--- src/rtl/pool_window_buffer_if.sv ---
// Stream interface for pool_window_buffer: a raster pixel stream in, 2x2 windows out.
// The slave modport is the window former; the master modport is its upstream/downstream environment.
interface pool_window_buffer_if #(
   parameter int DATA_W = 16
);
   logic [DATA_W-1:0] pix_in;
   logic              pix_valid;
   logic              pix_ready;
   logic [DATA_W-1:0] win00;
   logic [DATA_W-1:0] win01;
   logic [DATA_W-1:0] win10;
   logic [DATA_W-1:0] win11;
   logic              win_valid;
   logic              win_ready;
   logic              win_last;
   logic              frame_done;

   modport slave (
      input  pix_in, pix_valid, win_ready,
      output pix_ready, win00, win01, win10, win11, win_valid, win_last, frame_done
   );

   modport master (
      output pix_in, pix_valid, win_ready,
      input  pix_ready, win00, win01, win10, win11, win_valid, win_last, frame_done
   );
endinterface

--- src/rtl/pool_window_buffer.sv ---
// Streaming stride-2 2x2 window former: buffers one even row and emits each window
// in parallel, one window deep, with valid/ready on both sides.
module pool_window_buffer #(
   parameter int DATA_W = 16,
   parameter int IMG_W  = 28,
   parameter int IMG_H  = 28
) (
   input logic               clk,
   input logic               rst_n,
   pool_window_buffer_if.slave bus
);
   localparam int COL_W = $clog2(IMG_W);
   localparam int ROW_W = $clog2(IMG_H);
   localparam logic [COL_W-1:0] COL_LAST = COL_W'(IMG_W - 1);
   localparam logic [ROW_W-1:0] ROW_LAST = ROW_W'(IMG_H - 1);
   localparam logic [COL_W-1:0] COL_ONE  = COL_W'(1);
   localparam logic [ROW_W-1:0] ROW_ONE  = ROW_W'(1);

   logic [DATA_W-1:0] line_q [IMG_W];

   logic [COL_W-1:0]  col_q, col_d;
   logic [ROW_W-1:0]  row_q, row_d;
   logic [DATA_W-1:0] hold_q, hold_d;
   logic [DATA_W-1:0] win00_q, win00_d, win01_q, win01_d;
   logic [DATA_W-1:0] win10_q, win10_d, win11_q, win11_d;
   logic              win_valid_q, win_valid_d;
   logic              win_last_q, win_last_d;
   logic              frame_done_q, frame_done_d;

   logic              pix_acc;
   logic              win_acc;
   logic              win_load;
   logic              col_last;
   logic              row_last;

   // Input stalls whenever a window is held but not taken this cycle.
   assign bus.pix_ready = !win_valid_q || bus.win_ready;
   assign pix_acc       = bus.pix_valid && bus.pix_ready;
   assign win_acc       = win_valid_q && bus.win_ready;
   assign win_load      = pix_acc && row_q[0] && col_q[0];
   assign col_last      = (col_q == COL_LAST);
   assign row_last      = (row_q == ROW_LAST);

   always_comb begin
      // NOTE: every next-state variable gets its hold value first so no path leaves it unassigned (no latch).
      col_d        = col_q;
      row_d        = row_q;
      hold_d       = hold_q;
      win00_d      = win00_q;
      win01_d      = win01_q;
      win10_d      = win10_q;
      win11_d      = win11_q;
      win_valid_d  = win_valid_q;
      win_last_d   = win_last_q;
      frame_done_d = win_acc && win_last_q;

      if (pix_acc) begin
         col_d = col_last ? '0 : col_q + COL_ONE;
         if (col_last) begin
            row_d = row_last ? '0 : row_q + ROW_ONE;
         end
         if (row_q[0] && !col_q[0]) begin
            hold_d = bus.pix_in;
         end
      end

      // A new window loading on the same edge as an accept keeps win_valid high.
      if (win_load) begin
         win00_d     = line_q[col_q - COL_ONE];
         win01_d     = line_q[col_q];
         win10_d     = hold_q;
         win11_d     = bus.pix_in;
         win_valid_d = 1'b1;
         win_last_d  = row_last && col_last;
      end else if (win_acc) begin
         win_valid_d = 1'b0;
      end
   end

   always_ff @(posedge clk or negedge rst_n) begin
      // NOTE: sequential state uses non-blocking assignments so every register samples pre-edge values.
      if (!rst_n) begin
         col_q        <= '0;
         row_q        <= '0;
         hold_q       <= '0;
         win00_q      <= '0;
         win01_q      <= '0;
         win10_q      <= '0;
         win11_q      <= '0;
         win_valid_q  <= 1'b0;
         win_last_q   <= 1'b0;
         frame_done_q <= 1'b0;
      end else begin
         col_q        <= col_d;
         row_q        <= row_d;
         hold_q       <= hold_d;
         win00_q      <= win00_d;
         win01_q      <= win01_d;
         win10_q      <= win10_d;
         win11_q      <= win11_d;
         win_valid_q  <= win_valid_d;
         win_last_q   <= win_last_d;
         frame_done_q <= frame_done_d;
      end
   end

   // NOTE: the line buffer has no reset; each entry is written on an even row before the odd row reads it.
   always_ff @(posedge clk) begin
      if (pix_acc && !row_q[0]) begin
         line_q[col_q] <= bus.pix_in;
      end
   end

   assign bus.win00      = win00_q;
   assign bus.win01      = win01_q;
   assign bus.win10      = win10_q;
   assign bus.win11      = win11_q;
   assign bus.win_valid  = win_valid_q;
   assign bus.win_last   = win_last_q;
   assign bus.frame_done = frame_done_q;
endmodule

--- src/flat_wrapper.sv ---
// flat-port wrapper written by rule: the top's interface ports become plain ports
module pool_window_buffer_flat 
#(
   parameter int DATA_W = 16,
   parameter int IMG_W  = 28,
   parameter int IMG_H  = 28
)
  (clk, rst_n, bus_pix_in, bus_pix_valid, bus_win_ready, bus_pix_ready, bus_win00, bus_win01, bus_win10, bus_win11, bus_win_valid, bus_win_last, bus_frame_done);
  pool_window_buffer_if #(.DATA_W(DATA_W)) bus_i ();
  input logic clk;
  input logic rst_n;
  input wire logic [$bits(bus_i.pix_in)-1:0] bus_pix_in;
  input wire logic [$bits(bus_i.pix_valid)-1:0] bus_pix_valid;
  input wire logic [$bits(bus_i.win_ready)-1:0] bus_win_ready;
  output wire logic [$bits(bus_i.pix_ready)-1:0] bus_pix_ready;
  output wire logic [$bits(bus_i.win00)-1:0] bus_win00;
  output wire logic [$bits(bus_i.win01)-1:0] bus_win01;
  output wire logic [$bits(bus_i.win10)-1:0] bus_win10;
  output wire logic [$bits(bus_i.win11)-1:0] bus_win11;
  output wire logic [$bits(bus_i.win_valid)-1:0] bus_win_valid;
  output wire logic [$bits(bus_i.win_last)-1:0] bus_win_last;
  output wire logic [$bits(bus_i.frame_done)-1:0] bus_frame_done;
  assign bus_i.pix_in = bus_pix_in;
  assign bus_i.pix_valid = bus_pix_valid;
  assign bus_i.win_ready = bus_win_ready;
  assign bus_pix_ready = bus_i.pix_ready;
  assign bus_win00 = bus_i.win00;
  assign bus_win01 = bus_i.win01;
  assign bus_win10 = bus_i.win10;
  assign bus_win11 = bus_i.win11;
  assign bus_win_valid = bus_i.win_valid;
  assign bus_win_last = bus_i.win_last;
  assign bus_frame_done = bus_i.frame_done;
  pool_window_buffer #(.DATA_W(DATA_W), .IMG_W(IMG_W), .IMG_H(IMG_H)) u_core (.clk(clk), .rst_n(rst_n), .bus(bus_i));
endmodule
--- config.mk ---
export PLATFORM = sky130hd
export DESIGN_NAME = pool_window_buffer_flat
export DESIGN_NICKNAME = d
export VERILOG_FILES = /design/src/rtl/pool_window_buffer_if.sv /design/src/rtl/pool_window_buffer.sv /design/src/flat_wrapper.sv
export SDC_FILE = /design/constraint.sdc
export NUM_CORES = 1
export LEC_CHECK = 0
export CORE_UTILIZATION = 41
export CTS_BUF_LIST = sky130_fd_sc_hd__clkbuf_8
export DETAILED_ROUTE_END_ITERATION = 6
export MAX_ROUTING_LAYER = met4
export PLACE_DENSITY_LB_ADDON = 0.08
export SKIP_LAST_GASP = 1
export SYNTH_ARGS = -nofsm -noshare
export SYNTH_HDL_FRONTEND = slang
export SYNTH_SLANG_ARGS = --single-unit
--- constraint.sdc ---
create_clock -name clk -period 3.4 [get_ports clk]
set_clock_uncertainty 0.1 [all_clocks]
set_input_delay 0.68 -clock clk [delete_from_list [all_inputs] [get_ports clk]]
set_output_delay 0.68 -clock clk [all_outputs]
set_load 0.02 [all_outputs]
# After elaboration in Yosys (flattened, before gate mapping)
# Memories as Yosys holds them, arrays and structs flattened. A register that Yosys moved wholly into a read port is not among the register bits.
# Cells that the tools add are included.
word_totals:
  ram_bits: 448
  memories: 1
  input_bits: 20
  elab_cells: 37
  ff_bits: 61
  out_inout_bits: 68
memory_table:
  columns: ["memory", "depth", "word_bits", "read_ports", "rd_clocked_by_memory_dff", "write_ports", "line_no", "rtl"]
  rows:
  - ["u_core.line_q", 28, 16, 2, 2, 1, "pool_window_buffer.sv:19", "logic [DATA_W-1:0] line_q [IMG_W];"]
classes:
  mux: 6
  add_sub_neg: 3
  eq_ne: 2
  reduce_logical: 17
op_table:
  columns: ["operator", "n"]
  rows:
  - ["$add 5x1->5 const B", 2]
  - ["$eq 5x5->1 const B", 2]
  - ["$mux 5", 2]
  - ["$logic_and 1x1->1", 8]
  - ["$logic_not 1->1", 5]
  - ["$sub 5x1->5 const B", 1]
  - ["$mux 1", 4]
  - ["$reduce_and 2->1", 2]
  - ["$reduce_bool 2->1", 1]
  - ["$logic_or 1x1->1", 1]

# Logic depth before layout (Yosys ltp)
# Gate-level depths: netlist (run 1).
logic_depth:
  depth_word: 6
  ltp_mapped: 14
  mapped_depth_nobuf: 7

# Worst setup path before layout (run 1)
# Ideal clock, no wire load.
synth_timing:
  path_kind: "register -> register"
  start: "register u_core.col_q[1]"
  end: "register u_core.win00_q[2] (netlist: u_core.bus.win00[2]) (read register of u_core.line_q)"
  n_path_buf: 9
  setup_ns: 0.130
  path_stages_with_launch: 15
  period_less_slack_ns: 3.074
  required_time_ns: 3.170
  arrival_ns: 2.843
  setup_slack_ns: 0.326
  cell_sequence: "dfrtp_1 > buf_4 > buf_6 > buf_6 > buf_6 > buf_4 > inv_1 > ha_1 > buf_2 > buf_2 > buf_2 > buf_1 > mux4_2 > o22ai_1 > nor3_1"
synth_via:
  elab_chain_cells: 1
synth_lines:
  columns: ["element", "line_no", "rtl"]
  rows:
  - ["start: declaration", "pool_window_buffer.sv:21", "logic [COL_W-1:0] col_q, col_d;"]
  - ["start signal: assignment", "pool_window_buffer.sv:94", "col_q <= col_d;"]
  - ["$sub 5x1->5", "pool_window_buffer.sv:69", "win00_d = line_q[col_q - COL_ONE];"]
  - ["end: declaration", "pool_window_buffer.sv:24", "logic [DATA_W-1:0] win00_q, win00_d, win01_q, win01_d;"]
# No other way between the ends.
# A chain may end at the register's enable or synchronous reset.

# Final worst setup path (run 1)
layout_timing:
  start: "register u_core.col_q[1]"
  end: "register u_core.win00_q[12] (netlist: u_core.bus.win00[12]) (read register of u_core.line_q)"
# The elaborated chain is that of the path after synthesis.

==> flow_summary.toml, run 1 <==
[worst_setup_path]
arrival_ps = 3610
critPathMaxFanout = 20
worstPathRequired_ps = 3860
crit_type = "reg -> reg"
worstSetupEndpointType = "flop"
critPathLaunchType = "flop"

[route]
ant_nets = 0
drc_errors = 0
post_drt_wl_per_cell_um = 29.8
wl_um = 74800
drt_iter0_drc = 1379
firstDrtPassIters = 7
dr_total_vias = 14812
vias_per_cell = 5.90

[outcome]
outcome = "completed"

[timing]
slew_headroom_pct = 29.7
period_needed_ps = 3150
min_period_over_period_pct = 92.6
hold_viol_final = 0
finalSetupViolCount = 0
fmax_mhz = 318
slew_viol_final = 0
worst_pin_slew_ps = 1050
rsz0062_at_grt = "no"
worst_slack_ps = 252

[floorplanning]
start_util_pct = 41.4
chipWidth_um = 246
num_rows = 89
coreArea_mm2 = 0.0589
pin_count = 88
die_h_um = 246
dieArea_mm2 = 0.0604

[global_route]
met3_usage_pct = 7.44
grtUsageMet2_pct = 39.4
grt_use_total_pct = 26.0
grt_overflow_total = 0
gr-usage-met1_pct = 34.3
antenna_found_initial = 3
busiest_layer = "met2"
grt_max_degree = 57
grt_pass1_wl_um = 108000
grt_pass1_vias = 15015

[clock_tree]
cts_root_buf = "clkbuf_8"
cts_setup_buffers = 0
htreeDepth = 3
cts_tree = "done"
cts.clk_slew.worst_paths_ps = 60
clock_path_buffers = 3
clk-insertion-delay-late_ps = 680
clock_sinks = 541
numCtsBuffers = 95

[placed_design]
portBuffers = 87
dpl.hpwl_um = 48600
place_congestion = 0.874
pre_cts_slack_ps = -35.1

[logic_synthesis]
ys_seq_area_share_pct = 64.7
netlist_instances = 1459
synth_edf_count = 448
synthArstFlopShare_pct = 17.2
synth-main-ff-cell = "edfxtp_1"
synth_area_mm2 = 0.0244
syn_nets = 1484
syn_avg_cell_area_um2 = 16.7
yosys_warnings = 0
ys_types = 53
synth_seq_cells = 541

[run]
max_cap_violations = 0

[finish]
nFillCells = 5000
drive_above_1_share_pct = 29.4
nets = 1681
synthToLayoutAreaGrowth_pct = 17.6
fin_util_pct = 48.7

[pwr]
power_density_mw_per_mm2 = 872
p_leak_nw = 9.96
vdd_drop_max_mv = 0.537
p_total_mw = 25.0

[min_path]
min_path_type = "reg -> reg"
==> final timing paths <==
path                                   start              endpoint  slack, ps  cells after the start
max                          u_core.col_q[1]  u_core.bus.win00[12]        250                      8
min                        u_core.hold_q[10]  u_core.bus.win10[10]        360                      2
max reg2reg                  u_core.col_q[1]  u_core.bus.win00[12]        250                      8
min reg2reg                u_core.hold_q[10]  u_core.bus.win10[10]        360                      2
max in group asynchronous              rst_n   u_core.bus.win00[8]       2040                      3
min in group asynchronous              rst_n  u_core.bus.win00[15]        460                      2
==> layout by cell type (no fill, tap or decap), types with 17 or more instances in the layout <==
cell             Yosys  final
edfxtp_1           448    448
nand2_1            178    178
mux4_2             172    172
clkbuf_8             0    103
buf_4               22     95
dfrtp_1             93     89
clkdlybuf4s50_1      0     84
mux2i_1             67     67
mux2_2              54     54
o22ai_1             52     52
inv_1                6     34
a21boi_0            32     32
nor2_2               0     28
clkinv_1             0     24
a21oi_1             23     23
nor2_1              51     23
nor3_1              19     19
buf_12               0     18
and3_1              17     17
==> power by group <==
group	switching [mW]	internal, mW
sequential	0.626	8.02
combinational	5.92	4.54
clock	2.71	3.16
==> stage by stage <==
step | cell area [um2] | hold slack [ps] | TNS (ps) | std cells
final | 28700 | 364 | 0 | 2509
after global routing | 28700 | 386 | 0 | 2509
after CTS | 28700 | 363 | 0 | 2508
after detailed placement | 26800 | 347 | -817 | 2331
after global placement | 26800 | 341 | 0 | 2331
after floorplan | 24400 | 284 | 0 | 1459
==> cell type report <==
type / count / area, um2 / share of cell area [%]
diodes: 1 / 2.50 / 0.00873
clock buffers: 103 / 1420 / 4.95
repair buffers: 200 / 1930 / 6.75
multi-input cells: 812 / 8090 / 28.2
clock inverters: 73 / 433 / 1.51
well taps: 773 / 967 / 3.37
inverters: 6 / 22.5 / 0.0786
flip-flops and latches: 541 / 15800 / 55.1
==> registers in the layout, summed over array words and instances (netlist names) <==
name and flops:
u_core.bus.win10 16, u_core.row_q 5, u_core.bus.win11 16, u_core.hold_q 16, u_core.line_q 448, u_core.bus.win00 16
u_core.bus.win_last 1, u_core.col_q 5, u_core.bus.win01 16, u_core.bus.win_valid 1, u_core.bus.frame_done 1
==> cell usage after synthesis, types with 2 or more instances <==
| cell type | count | area (um2) |
|---|---|---|
| buf_4 | 22 | 165 |
| inv_1 | 6 | 22.5 |
| mux2i_1 | 67 | 671 |
| a21oi_1 | 23 | 115 |
| o22ai_1 | 52 | 325 |
| nor4_1 | 16 | 100 |
| ha_1 | 5 | 62.6 |
| a21boi_0 | 32 | 240 |
| o32ai_1 | 9 | 78.8 |
| dfrtp_1 | 93 | 2330 |
| buf_8 | 2 | 30.0 |
| nand2_1 | 178 | 668 |
| nand3_1 | 16 | 80.1 |
| a22o_1 | 16 | 140 |
| edfxtp_1 | 448 | 13500 |
| or2_2 | 3 | 18.8 |
| xnor2_1 | 3 | 26.3 |
| nand4b_1 | 2 | 17.5 |
| a221oi_1 | 14 | 123 |
| mux2_2 | 54 | 608 |
| nand2b_1 | 2 | 12.5 |
| buf_1 | 2 | 7.51 |
| or3_1 | 3 | 18.8 |
| a41oi_1 | 6 | 52.6 |
| nor3_1 | 19 | 95.1 |
| buf_6 | 8 | 90.1 |
| and3_1 | 17 | 106 |
| nor2b_1 | 11 | 68.8 |
| clkbuf_1 | 39 | 146 |
| nor3_2 | 4 | 40.0 |
| mux4_2 | 172 | 3870 |
| o21ai_0 | 14 | 70.1 |
| nand3b_1 | 4 | 30.0 |
| buf_2 | 27 | 135 |
| o21ai_1 | 2 | 10.0 |
| nor2_1 | 51 | 191 |
==> metal layers <==
| metal | share of wire [%] | up-vias |
|---|---|---|
| li1 | - | 6299 |
| met1 | 42 | 7787 |
| met2 | 47 | 619 |
| met3 | 8.3 | 107 |
| met4 | 2.4 | 0 |
| met5 | 0 | - |
==> cell families after synthesis <==
logic type,synth area share (%)
simple gates,6.20
fa+ha+maj,0.257
flops,64.7
mux,21.1
xor+xnor,0.144
buf+inv,2.45
compound gates,5.07
==> critical path, stage by stage (launching register included) <==
cell	delay, ps
dfrtp_4	420
inv_1	110
ha_4	580
buf_4	350
mux4_2	360
a22o_1	250
nor4_1	550
buf_4	240
nor3_1	50
==> repair_timing <==
action,CTS,global route
hold endpoints to repair,28,0
hold buffers,1,0
resized for setup,0,0
Note: power is estimated with default switching activity, not from simulation.
==> run 2: changes to the inputs <==
--- a/config.mk
+++ b/config.mk
@@ -5,6 +5,7 @@
 export SDC_FILE = /design/constraint.sdc
 export NUM_CORES = 1
 export LEC_CHECK = 0
+export CORE_MARGIN = 3
 export CORE_UTILIZATION = 41
 export CTS_BUF_LIST = sky130_fd_sc_hd__clkbuf_8
 export DETAILED_ROUTE_END_ITERATION = 6
==> flow_summary.toml, run 2 (synthesis results as in run 1) <==
[global_route]
antenna_found_initial = 1
grt_use_total_pct = 24.1
grt_max_degree = 69
grt_pass1_vias = 15382
grt_overflow_total = 0
grt_pass1_wl_um = 106000

[placed_design]
pre_cts_slack_ps = 416
portBuffers = 87
place_congestion = 0.828
dpl.hpwl_um = 46800

[route]
firstDrtPassIters = 5
ant_nets = 0
drt_iter0_drc = 1178
vias_per_cell = 5.91
wl_um = 72500
post_drt_wl_per_cell_um = 29.1
drc_errors = 0
dr_total_vias = 14698

[floorplanning]
chipWidth_um = 250
dieArea_mm2 = 0.0624
num_rows = 88
start_util_pct = 41.8
die_h_um = 250
coreArea_mm2 = 0.0582
pin_count = 88

[timing]
tns_ps = 0
rsz0062_at_grt = "no"
worst_pin_slew_ps = 867
finalSetupViolCount = 0
slew_headroom_pct = 42.0
fmax_mhz = 336
slew_viol_final = 0
worst_slack_ps = 427
period_needed_ps = 2970
min_period_over_period_pct = 87.4
hold_viol_final = 0

[worst_setup_path]
crit_path_frequent_cell = "clkdlybuf4s50_1"
critPathMaxFanout = 5
worstSetupEndpointType = "output pin"
cp_cell_sequence = "clkdlybuf4s50_1 > nor2b_1 > inv_1 > clkdlybuf4s50_1"
critPathLaunchType = "primary input"
crit_type = "in -> out"
arrival_ps = 2190
worstPathRequired_ps = 2620
cpMaxStageDelayCell = "clkdlybuf4s50_1"
slowest_delay_ps = 570

[clock_tree]
cts_root_buf = "clkbuf_8"
cts_setup_buffers = 0
numCtsBuffers = 91
cts.clk_slew.worst_paths_ps = 60
ctsResizeCount = 0
postCtsHoldBufs = 1
clock_path_buffers = 3
htreeDepth = 3
clk-insertion-delay-late_ps = 680
cts_tree = "done"
clock_sinks = 541

[finish]
nets = 1674
nFillCells = 4917
top_register = "u_core.line_q"
drive_above_1_share_pct = 28.8
largest_register_ffs = 448
final_common_cell = "edfxtp_1"
synthToLayoutAreaGrowth_pct = 17.3
final_cell_mix = "edfxtp_1 (448), nand2_1 (178), mux4_2 (172)"

[min_path]
min_path_type = "reg -> reg"

[pwr]
power_density_mw_per_mm2 = 849
vdd_drop_max_mv = 0.768
p_leak_nw = 9.89

[run]
max_cap_violations = 0

[outcome]
outcome = "completed"
-- run 2: cell types whose count changed in the layout (fill, tap and decap cells not counted), sizes merged --
cell           delta
inv               +4
buf               -4
clkbuf            -7
clkinv            -3
clkdlybuf4s50     +1
bufinv            -3
-- run 2: path summary, 6_finish.rpt --
kind	cells after the start	slack, ps	start	end
worst max-delay path	4	430	bus_win_ready	bus_pix_ready
worst min-delay path	2	360	u_core.hold_q[14]	u_core.bus.win10[14]
worst max register to register	8	600	u_core.col_q[0]	u_core.bus.win00[0]
worst min register to register	2	360	u_core.hold_q[14]	u_core.bus.win10[14]
max in group asynchronous	3	1970	rst_n	u_core.bus.win01[9]
min in group asynchronous	2	460	rst_n	u_core.bus.win11[5]
-- run 2: power breakdown --
part | internal [mW] | total (mW) | switching, mW
Clock | 2.77 | 5.45 | 2.68
Sequential | 8.02 | 8.68 | 0.664
Combinational | 4.48 | 10.1 | 5.67
-- run 2: cell type report --
cell class                      count  area (um2)  area share, %
Sequential cell                   541       15800           55.2
Multi-Input combinational cell    812        8090           28.3
Timing Repair Buffer              197        2040           7.14
Clock buffer                       96        1320           4.62
Tap cell                          765         957           3.35
Clock inverter                     71         358           1.25
Inverter                            6        22.5         0.0788
Antenna cell                        1        2.50        0.00875
-- run 2: per-stage QoR --
step	std cells	total power [mW]	instance area, um2	util, %	hold slack, ps
after floorplan	1459	15.1	24400	-	284
after global placement	2320	19.0	26900	46.2	345
after detailed placement	2320	19.0	26900	46.2	355
after CTS	2488	24.5	28600	49.1	364
after global routing	2489	25.5	28600	49.1	385
final	2489	24.3	28600	49.1	358
-- run 2: critical path: cells and delay by family --
kind	cells	cell delay, ps
buffers and inverters	3	1160
and+or+nand+nor	1	350
-- run 2: layer usage --
metal	GRT usage, %	up-vias	routed length [um]	share of wire (%)
li1	-	6281	-	-
met1	32.1	7763	30600	42
met2	37.1	537	35000	48
met3	4.21	117	4320	6.0
met4	9.60	0	2590	3.6
met5	-	-	0	0
